## src/rtl/cpu_data_in_latch.sv

```systemverilog
// cpu_data_in_latch
// Inbound half of the 6801 core's external data bus. Captures bytes read from
// memory/peripherals into the 16-bit memory-data register md. Also applies the
// register's non-bus updates (ALU load, left shift). Raises a combinational
// stall while a fetch is waiting on the bus.
//
// Parameters:
//   WAIT_LIMIT   maximum consecutive wait cycles before a fetch is forced to
//                complete with 8'hFF and flagged as a bus error (>= 1)
// Ports:
//   clk          core clock, all state updates on the rising edge
//   rst          synchronous active-high reset
//   data_in      byte read from the external bus
//   data_valid   bus ready, data_in is valid this cycle
//   alu_out      ALU result used by the load_alu op
//   md_ctrl      op select: 000 latch, 001 load_alu, 010 fetch_first,
//                011 fetch_next, 100 shiftl, 101-111 hold
//   md           memory-data register
//   stall        combinational, sequencer must freeze this cycle
//   byte_strobe  registered one-cycle pulse the cycle after a fetch completes
//   timeout      sticky bus-error flag, cleared only by rst

module cpu_data_in_latch #(
    parameter int WAIT_LIMIT = 15
) (
    input  logic        clk,
    input  logic        rst,
    input  logic [7:0]  data_in,
    input  logic        data_valid,
    input  logic [15:0] alu_out,
    input  logic [2:0]  md_ctrl,
    output logic [15:0] md,
    output logic        stall,
    output logic        byte_strobe,
    output logic        timeout
);

    typedef enum logic [2:0] {
        OP_LATCH       = 3'b000,
        OP_LOAD_ALU    = 3'b001,
        OP_FETCH_FIRST = 3'b010,
        OP_FETCH_NEXT  = 3'b011,
        OP_SHIFTL      = 3'b100
    } md_op_e;

    localparam int             WCW        = $clog2(WAIT_LIMIT + 1);
    localparam logic [WCW-1:0] WCNT_LIMIT = WCW'(WAIT_LIMIT);

    logic [WCW-1:0] wcnt;
    logic           fetch;
    logic           at_limit;
    logic           complete;
    logic           forced;
    logic [7:0]     cap_byte;

    assign fetch    = (md_ctrl == OP_FETCH_FIRST) || (md_ctrl == OP_FETCH_NEXT);
    assign at_limit = (wcnt == WCNT_LIMIT);
    assign complete = fetch && (data_valid || at_limit);
    assign forced   = fetch && !data_valid && at_limit;
    // A forced completion reads back as an undriven (pulled-up) bus.
    assign cap_byte = data_valid ? data_in : 8'hFF;

    // Stall releases in the limit cycle so the forced completion can proceed.
    assign stall = !rst && fetch && !data_valid && !at_limit;

    always_ff @(posedge clk) begin
        if (rst) begin
            md          <= 16'h0000;
            wcnt        <= '0;
            byte_strobe <= 1'b0;
            timeout     <= 1'b0;
        end else begin
            // Counter only survives while a fetch keeps waiting; switching
            // between the two fetch ops keeps the count running.
            if (fetch && !complete) begin
                wcnt <= wcnt + WCW'(1);
            end else begin
                wcnt <= '0;
            end

            byte_strobe <= complete;

            if (forced) begin
                timeout <= 1'b1;
            end

            case (md_ctrl)
                OP_LOAD_ALU: begin
                    md <= alu_out;
                end
                OP_FETCH_FIRST: begin
                    if (complete) begin
                        md <= {8'h00, cap_byte};
                    end
                end
                OP_FETCH_NEXT: begin
                    if (complete) begin
                        md <= {md[7:0], cap_byte};
                    end
                end
                OP_SHIFTL: begin
                    md <= {md[14:0], 1'b0};
                end
                default: begin
                    md <= md;
                end
            endcase
        end
    end

endmodule

```

## config.mk

```make
export PLATFORM = sky130hd
export DESIGN_NAME = cpu_data_in_latch
export DESIGN_NICKNAME = d
export VERILOG_FILES = /design/src/rtl/cpu_data_in_latch.sv
export SDC_FILE = /design/constraint.sdc
export NUM_CORES = 1
export LEC_CHECK = 0
export ABC_CLOCK_PERIOD_IN_PS = 3000
export CAP_MARGIN = 30
export CORE_MARGIN = 8
export CORE_UTILIZATION = 40
export DETAILED_ROUTE_END_ITERATION = 6
export PLACE_DENSITY = 0.7
export SYNTH_ARGS = -nofsm -noshare
export SYNTH_HDL_FRONTEND = slang
export SYNTH_SLANG_ARGS = --single-unit
```

## constraint.sdc

```tcl
create_clock -name clk -period 3 [get_ports clk]
set_input_delay 0.45 -clock clk [delete_from_list [all_inputs] [get_ports clk]]
set_output_delay 0.45 -clock clk [all_outputs]
set_load 0.005 [all_outputs]
```

==> flow_summary.toml <==
[worst_hold_path]
worstHoldPathType = "reg -> reg"

[job]
max_cap_violations = 0

[clock_network]
postCtsSetupBuffers = 0
holdBufCountCts = 0
htree_levels = 1
cts_buffers = 3
clk_path_buf_depth = 2
cts_resized = 0
cts_root_buffer = "clkbuf_4"
cts.sinks = 22
insertion_delay_ns = 0.30
clkTransAtPathRegs_ns = 0.12
cts_tree = "yes"

[global_route]
grt_max_degree = 30
grt_pass1_vias = 1393
gr-usage-all-layers_pct = 13.8
grt-ovfl-total = 0
antenna_found_initial = 0
grt_pass1_wl_um = 6050

[logic_synthesis]
yosys.area_share.simple_pct = 14.7
ys_types = 34
yosys_warnings = 0
synth_nets = 195
async_flop_share_pct = 0
ys_seq_area_share_pct = 33.0
synthCells = 164
synth.area.top_cells = "dfxtp_1 33%, a211oi_1 8.4%, mux2_2 5.9%"
yosys-top-cells-count = "22 x dfxtp_1, 21 x nor2_1, 18 x inv_1"
yosys.area.top_type_share_pct = 33.0
syn_avg_cell_area_um2 = 8.13
synthAdderAreaFrac_pct = 0.938
yosys.area.top_type = "dfxtp_1"
netlist_area_mm2 = 0.00133
synth_compound_area_share_pct = 26.7
ys.flop_type = "dfxtp_1"
synth_xor_area_share_pct = 3.19
synth_edf_count = 0
synth_mux_area_share_pct = 11.2
synth-seq-cells = 22
synth_top_family_by_area = "compound AO/OA/AOI/OAI gates"
synth_most_common_cell = "dfxtp_1"

[power]
p_int_uw = 514
comb_power_share_pct = 30.4
p_leak_nw = 0.759
power.density_mw_per_mm2 = 379
max-vdd-ir-drop_mv = 0.160
total_power_uw = 714
swShare_pct = 28.0
power_frac_clock_pct = 22.8
power.switching_uw = 200
p_seq_share_pct = 46.7

[critical_path]
cp.required_ns = 2.55
slowest_stage = "or4_1"
crit_family = "simple AND/OR/NAND/NOR gates"
cp_max_fo = 4
path_buf_inv = 2
worst_setup_path_end_kind = "output port"
cp_data_arrival_time_ns = 2.21
cp_slowest_stage_delay_ns = 0.52
path_class = "reg -> out"
start_kind = "register"
worstPathCellList = "ha_1, and3_1, or4_1, inv_1, clkdlybuf4s50_1"

[drt]
ant_nets = 0
via_count = 1315
avgRoutedWirePerCell_um = 14.1
drc_errors = 0
drt_wl_total_um = 3620
via_per_inst = 5.14
drt-initial-drc-count = 56
dr.pass1.iters = 4

[die]
fp.dieW_um = 73.7
die_height_um = 73.7
rows = 21
io_pins = 49
die_area_mm2 = 0.00544
design.core.area_mm2 = 0.00326
initial_core_util_pct = 40.9

[sta]
worst-slew-pin-transition_ns = 0.493
hold_viol_final = 0
post-route-min-period_ns = 2.66
slew_headroom_pct = 66.9
drv_slew = 0
rsz0062_at_grt = "no"
fin_skew_ns = 0.00214
setup_viol = 0
fin_crit_sh_pct = 88.6
clock.fmax_mhz = 376
setup_tns_ns = 0

[layout]
layoutNonFillerInstCount = 256
finalInstanceArea_mm2 = 0.00188
nets = 242
n_antenna_cell = 0
drive_gt1_share_pct = 10.0
syn_to_final_growth_pct = 41.3

[placed_design]
place.gp.congestion = 0.855
io_buffers = 48
dp_hpwl_um = 2760
dpl.cell_count = 252
placed_area_mm2 = 0.00185

[status]
outcome = "finished, final reports clean"
[cells by family (layout without fill, tap and decap cells)]
group,Yosys count,in the layout
buffers and inverters,30,76
AO/OA/AOI/OAI,53,53
multiplexers,14,14
adder cells (fa/ha/maj),1,1
AND/OR/NAND/NOR,40,40
flip-flops,22,22
XOR/XNOR,4,4
[through the flow]
| stage | worst slack [ns] | utilization [%] | hold WS (ns) |
|---|---|---|---|
| CTS | 0.327 | 57.8 | 0.463 |
| global placement | 0.408 | 56.7 | 0.432 |
| detailed placement | 0.393 | 56.7 | 0.441 |
| global route | 0.231 | 57.8 | 0.489 |
| floorplan | 1.24 | - | 0.418 |
| finish | 0.341 | 57.8 | 0.463 |
[layer usage]
| metal | GRT usage [%] | routed length (um) | vias up | share of wire [%] |
|---|---|---|---|---|
| li1 | - | - | 678 | - |
| met1 | 15.9 | 1640 | 592 | 45 |
| met2 | 22.0 | 1680 | 41 | 46 |
| met3 | 5.32 | 265 | 4 | 7.3 |
| met4 | 5.76 | 35 | 0 | 0.97 |
| met5 | 0 | 0 | - | 0 |
[worst reg2reg max path: cells and delay by family (launching register included)]
| kind | cells | cell delay [ns] |
|---|---|---|
| DFF | 1 | 0.35 |
| and+or+nand+nor | 2 | 0.45 |
| AOI/OAI and AO/OA | 2 | 0.70 |
| adders and majority gates | 1 | 0.22 |
[cells in the final DEF (no fill, tap or decap), types with 2 or more instances in the layout]
cell type,count
nand2_1,7
clkdlybuf4s50_1,48
xnor2_1,2
nand2b_1,2
a211oi_1,15
mux2i_1,7
dfxtp_1,22
mux2_2,7
o22ai_1,8
clkbuf_4,3
nor2_1,21
buf_4,6
inv_1,18
a22o_1,8
o21ai_0,7
a21oi_1,11
[flip-flops by register name (all words and copies together), names as in the netlist]
signal	cells
timeout	1
wcnt	4
md	16
byte_strobe	1
[final timing paths]
path,startpoint,to,slack [ns],cells after the start
hold reg to reg,wcnt[0],wcnt[0],0.46,1
hold / removal,wcnt[0],wcnt[0],0.46,1
setup / recovery,wcnt[0],stall,0.34,5
setup reg to reg,wcnt[0],md[0],1.22,5
[cell type report]
class                           instances  area [um^2]
Clock buffer                            4         36.3
Fill cell                             317         1370
Inverter                               18         67.6
Multi-Input combinational cell        112          757
Sequential cell                        22          440
Tap cell                               46         57.6
Timing Repair Buffer                   54          526
[power by group through the flow]
| stage | Clock (mW) | Combinational [mW] | Sequential (mW) |
|---|---|---|---|
| floorplan | 0 | 0.113 | 0.338 |
| global placement | 0 | 0.213 | 0.340 |
| detailed placement | 0 | 0.217 | 0.340 |
| CTS | 0.168 | 0.218 | 0.334 |
| global route | 0.177 | 0.240 | 0.337 |
| finish | 0.163 | 0.217 | 0.334 |
Note: power is estimated with default switching activity, not from simulation.
==> patch 1 (config.mk and constraints unchanged) <==
The parameter `WAIT_LIMIT` goes from 15 to 14.
--- a/src/rtl/cpu_data_in_latch.sv
+++ b/src/rtl/cpu_data_in_latch.sv
@@ -21,7 +21,7 @@
 //   timeout      sticky bus-error flag, cleared only by rst
 
 module cpu_data_in_latch #(
-    parameter int WAIT_LIMIT = 15
+    parameter int WAIT_LIMIT = 14
 ) (
     input  logic        clk,
     input  logic        rst,
Formal check against the unedited RTL: same outputs for any inputs over 10 cycles, from zero or initial values and one cycle with rst high; that may be too few to reach the edited logic, so the function may still have changed.
==> patch 1 against the original RTL <==
Highest routed layer unchanged; worst setup slack gained 0.011 ns; sequential share of layout area grew 0.39 points; sequential cell count is the same; synthesized cell count shrank 9.1%; total power shrank 4.1%; design area shrank 1.7%; clock skew grew 0.0048 ns; synthesized area shrank 2.5%; routed wire length grew 3.9%; global-route usage grew 0.20 points; hold slack gained 0.025 ns.
==> patch 1: results (changes against the original RTL) <==
Run status
  – Result of the run: finished clean

Global routing
  – Maximum number of pins on one net before global-route repair: 26 (-13%)
  – Total GRT Usage: 0.140 (+0.00203)
  – First-pass GRT wire length: 6020 um (-0.58%)

Yosys
  – Leading post-synthesis cells by instance count: sky130_fd_sc_hd__dfxtp_1 (22), sky130_fd_sc_hd__nor2_1 (21), sky130_fd_sc_hd__a22o_1 (16)
  – Adder and majority cell fraction of the synthesized area: 0.0192 (+0.00987)
  – Share of the synthesized netlist area taken by xor and xnor gates: 0.0269 (-0.00495)
  – Multiplexer share of the synthesized area: 0.115 (+0.00290)
  – Post-Syn Area per Cell: 8.72 um^2 (+7.3%)
  – Share of the synthesized area in the top cell type: 0.339 (+0.00858)
  – Biggest area contributors in the synthesized netlist: sky130_fd_sc_hd__dfxtp_1 (34%), sky130_fd_sc_hd__a22o_1 (11%), sky130_fd_sc_hd__a211oi_1 (8.7%), sky130_fd_sc_hd__mux2_2 (6.1%), sky130_fd_sc_hd__nor2_1 (6.1%)
  – Post-Syn Nets: 181 (-7.2%)
  – Number of library cell types mapped by synthesis: 30 (-12%)

Pwr
  – Sw Share: 0.288 (+0.00773)
  – Leakage: 0.000712 uW (-6.1%)
  – Worst IR Drop VDD: 153 uV (-4.3%)

Placement
  – Placed insts: 237 (-6.0%)

Finish
  – Number of nets in the final layout: 230 (-5.0%)
  – Number of fill cells in the layout: 295 (-6.9%)

Critical path
  – R2R Setup Slk: 1.26 ns (+0.04 ns)
  – Library cell contributing the largest single delay on the critical path: sky130_fd_sc_hd__clkdlybuf4s50_1
  – Worst-path maximum fanout: 5 (+1)

Detailed routing
  – Post-detailed-routing wire length: 3760 um (+3.9%)

Timing
  – Final critical-path required period: 2.65 ns (-0.0105 ns)
  – Hold slack final: 0.488 ns (+0.0247 ns)
-- patch 1: cell types whose count changed after synthesis, moves of 2 or more --
cell                       unedited run  this run
sky130_fd_sc_hd__inv_1               18         4
sky130_fd_sc_hd__o22ai_1              8         0
sky130_fd_sc_hd__a21oi_1             11         9
sky130_fd_sc_hd__buf_6                2         0
sky130_fd_sc_hd__a22o_1               8        16
sky130_fd_sc_hd__clkbuf_1             5         3
-- patch 1: metal layers --
layer  share of wire  up-vias  track usage  routed length (um)
met4          0.0096        0       0.0556                  36
li1                -      644            -                   -
met2            0.48       43        0.242                1800
met1            0.43      583        0.153                1620
met3           0.080        2       0.0440                 302
met5               0        -            0                   0
-- patch 1: final cells by class --
type	instances	area (um^2)	share of cell area
sequential	22	440	0.238
inverter	5	18.8	0.0101
tap	44	55.1	0.0297
clock buffer	3	22.5	0.0122
multi-input combinational	112	791	0.427
timing repair buffer	54	526	0.284
==> patch 2 (same flow settings) <==
Made on the original files. Put one more register stage on the output `timeout`, with the module's reset. The value now appears one clock later. The other outputs are not delayed to match.
--- a/src/rtl/cpu_data_in_latch.sv
+++ b/src/rtl/cpu_data_in_latch.sv
@@ -46,6 +46,8 @@
     localparam int             WCW        = $clog2(WAIT_LIMIT + 1);
     localparam logic [WCW-1:0] WCNT_LIMIT = WCW'(WAIT_LIMIT);
 
+    logic timeout_s0;
+
     logic [WCW-1:0] wcnt;
     logic           fetch;
     logic           at_limit;
@@ -68,7 +70,7 @@
             md          <= 16'h0000;
             wcnt        <= '0;
             byte_strobe <= 1'b0;
-            timeout     <= 1'b0;
+            timeout_s0  <= 1'b0;
         end else begin
             // Counter only survives while a fetch keeps waiting; switching
             // between the two fetch ops keeps the count running.
@@ -81,7 +83,7 @@
             byte_strobe <= complete;
 
             if (forced) begin
-                timeout <= 1'b1;
+                timeout_s0 <= 1'b1;
             end
 
             case (md_ctrl)
@@ -108,5 +110,13 @@
         end
     end
 
+    always_ff @(posedge clk) begin
+        if (rst) begin
+            timeout <= '0;
+        end else begin
+            timeout <= timeout_s0;
+        end
+    end
+
 endmodule
 
Formal check against the unedited RTL: no difference found for any inputs over 10 cycles, from zero or initial values and one cycle with rst high; that may be too few to reach the edited logic, so the function may still have changed.
==> patch 2 against the original RTL <==
Sequential cell count increased by 1; routed wire length is 14% higher; worst setup slack better by 0.12 ns; final cell count unchanged; synthesized area rose by 3.7%; global-route usage rose by 1.4 points; design area is 1.3% higher; total power is 0.67% higher; critical path type is now in2out; largest cell class unchanged; highest routed layer unchanged.
==> patch 2: results (changes against the original RTL) <==
Yosys
  – Post-Syn Area per Cell: 8.38 um^2 (+3.0%)
  – Biggest area contributors in the synthesized netlist: sky130_fd_sc_hd__dfxtp_1 (33%), sky130_fd_sc_hd__a22o_1 (5.1%), sky130_fd_sc_hd__o2bb2ai_1 (5.1%), sky130_fd_sc_hd__a21oi_1 (4.7%), sky130_fd_sc_hd__nand2_1 (4.3%)
  – Leading post-synthesis cells by instance count: sky130_fd_sc_hd__dfxtp_1 (23), sky130_fd_sc_hd__nand2_1 (16), sky130_fd_sc_hd__a21oi_1 (13)
  – Post-Syn Nets: 196 (+0.51%)
  – Share of the yosys chip area belonging to registers: 0.333 (+0.00283)

Critical path
  – Startpoint of the most critical setup path: md_ctrl[2]
  – Worst-path maximum fanout: 6 (+2)
  – Delay contributed by the slowest stage of the critical path: 0.49 ns (-0.03 ns)
  – R2R Setup Slk: 1.16 ns (-0.06 ns)

Pwr
  – Leakage: 0.000686 uW (-9.5%)
  – Worst IR Drop VDD: 172 uV (+7.4%)

Finish
  – Layout cell share with drive strength beyond 1: 0.114 (+0.0143)
  – Number of fill cells in the layout: 323 (+1.9%)
  – Diodes inserted: 0 (unchanged)

Global routing
  – Maximum number of pins on one net before global-route repair: 20 (-33%)
  – First-pass GRT wire length: 6700 um (+11%)
  – Total GRT Usage: 0.152 (+0.0139)
  – Via count of the first global-routing pass: 1432 (+2.8%)

Detailed routing
  – Iteration-0 DRC Markers: 133 (+140%)
  – Total via count in the routed design: 1427 (+8.5%)
  – Average detailed-routed wire length per instance: 16.1 um (+14%)

Placement
  – Port Buffers: 48 (unchanged)
  – Half-perimeter wire length after placement: 3020 um (+9.2%)
  – Weighted congestion reported at the end of routability-driven placement: 0.810 (-5.2%)
  – Standard cell area after detailed placement: 1880 um^2 (+1.8%)

CTS
  – Skew-Pair Late Insertion Delay: 0.32 ns (+0.02 ns)
  – Cell at the root of the clock tree: sky130_fd_sc_hd__clkbuf_4
  – Gates resized, CTS repair: 0 (unchanged)

Timing
  – Worst clock skew: 0.00716 ns (+0.00502 ns)
  – Hold slack final: 0.471 ns (+0.00795 ns)

Run status
  – Result of the run: finished clean

Worst hold path
  – Worst hold-check path type: reg2reg
patch 2: cell types whose count changed in the layout (fill, tap and decap cells not counted), sizes merged, moves of 8 or more:
cell and delta:
nand3 +9, nand2 +9, a211oi -14, o2bb2ai +8, nor2 -9, a311oi +8, o22ai -8
patch 2: power by group:
part,switching (uW),internal [uW]
Clock,102,49.9
Sequential,21.3,327
Combinational,98.0,120
Total,221,498
patch 2: final timing paths:
path	to	cells past startpoint
worst max-delay path	stall	6
worst min-delay path	wcnt[0]	1
worst max register to register	md[11]	5
worst min register to register	wcnt[0]	1
patch 2: metrics by stage:
stage | setup slack (ns) | power, uW
floorplan | 1.44 | 465
global placement | 0.503 | 570
detailed placement | 0.452 | 575
global route | 0.337 | 759
CTS | 0.451 | 721
finish | 0.461 | 719
patch 2: kinds of logic (layout without fill, tap and decap cells):
group,Yosys count,count (layout),share of synthesized area
AND/OR/NAND/NOR,49,49,0.178
AO/OA/AOI/OAI,67,67,0.385
flip-flops,23,23,0.333
XOR/XNOR,2,2,0.0127
buffers and inverters,23,68,0.0824
adder cells (fa/ha/maj),1,1,0.00905
patch 2: critical path: cells and delay by family:
kind | cells | cell delay (ns)
AND/OR/NAND/NOR | 3 | 0.66
buffers and inverters | 3 | 0.97
patch 2: routing by layer:
layer,wire [um],GRT usage,up-vias
met1,1790,0.182,686
met4,53,0.0652,0
met3,221,0.0280,4
li1,-,-,700
met2,2060,0.257,37
met5,0,0,-
patch 2: layout make-up:
type | instances | area, um^2 | area share
Clock buffer | 3 | 22.5 | 0.0118
Clock inverter | 1 | 5.00 | 0.00262
Inverter | 12 | 45.0 | 0.0236
Multi-Input combinational cell | 119 | 808 | 0.423
Sequential cell | 23 | 460 | 0.241
Tap cell | 46 | 57.6 | 0.0301
Timing Repair Buffer | 52 | 510 | 0.267
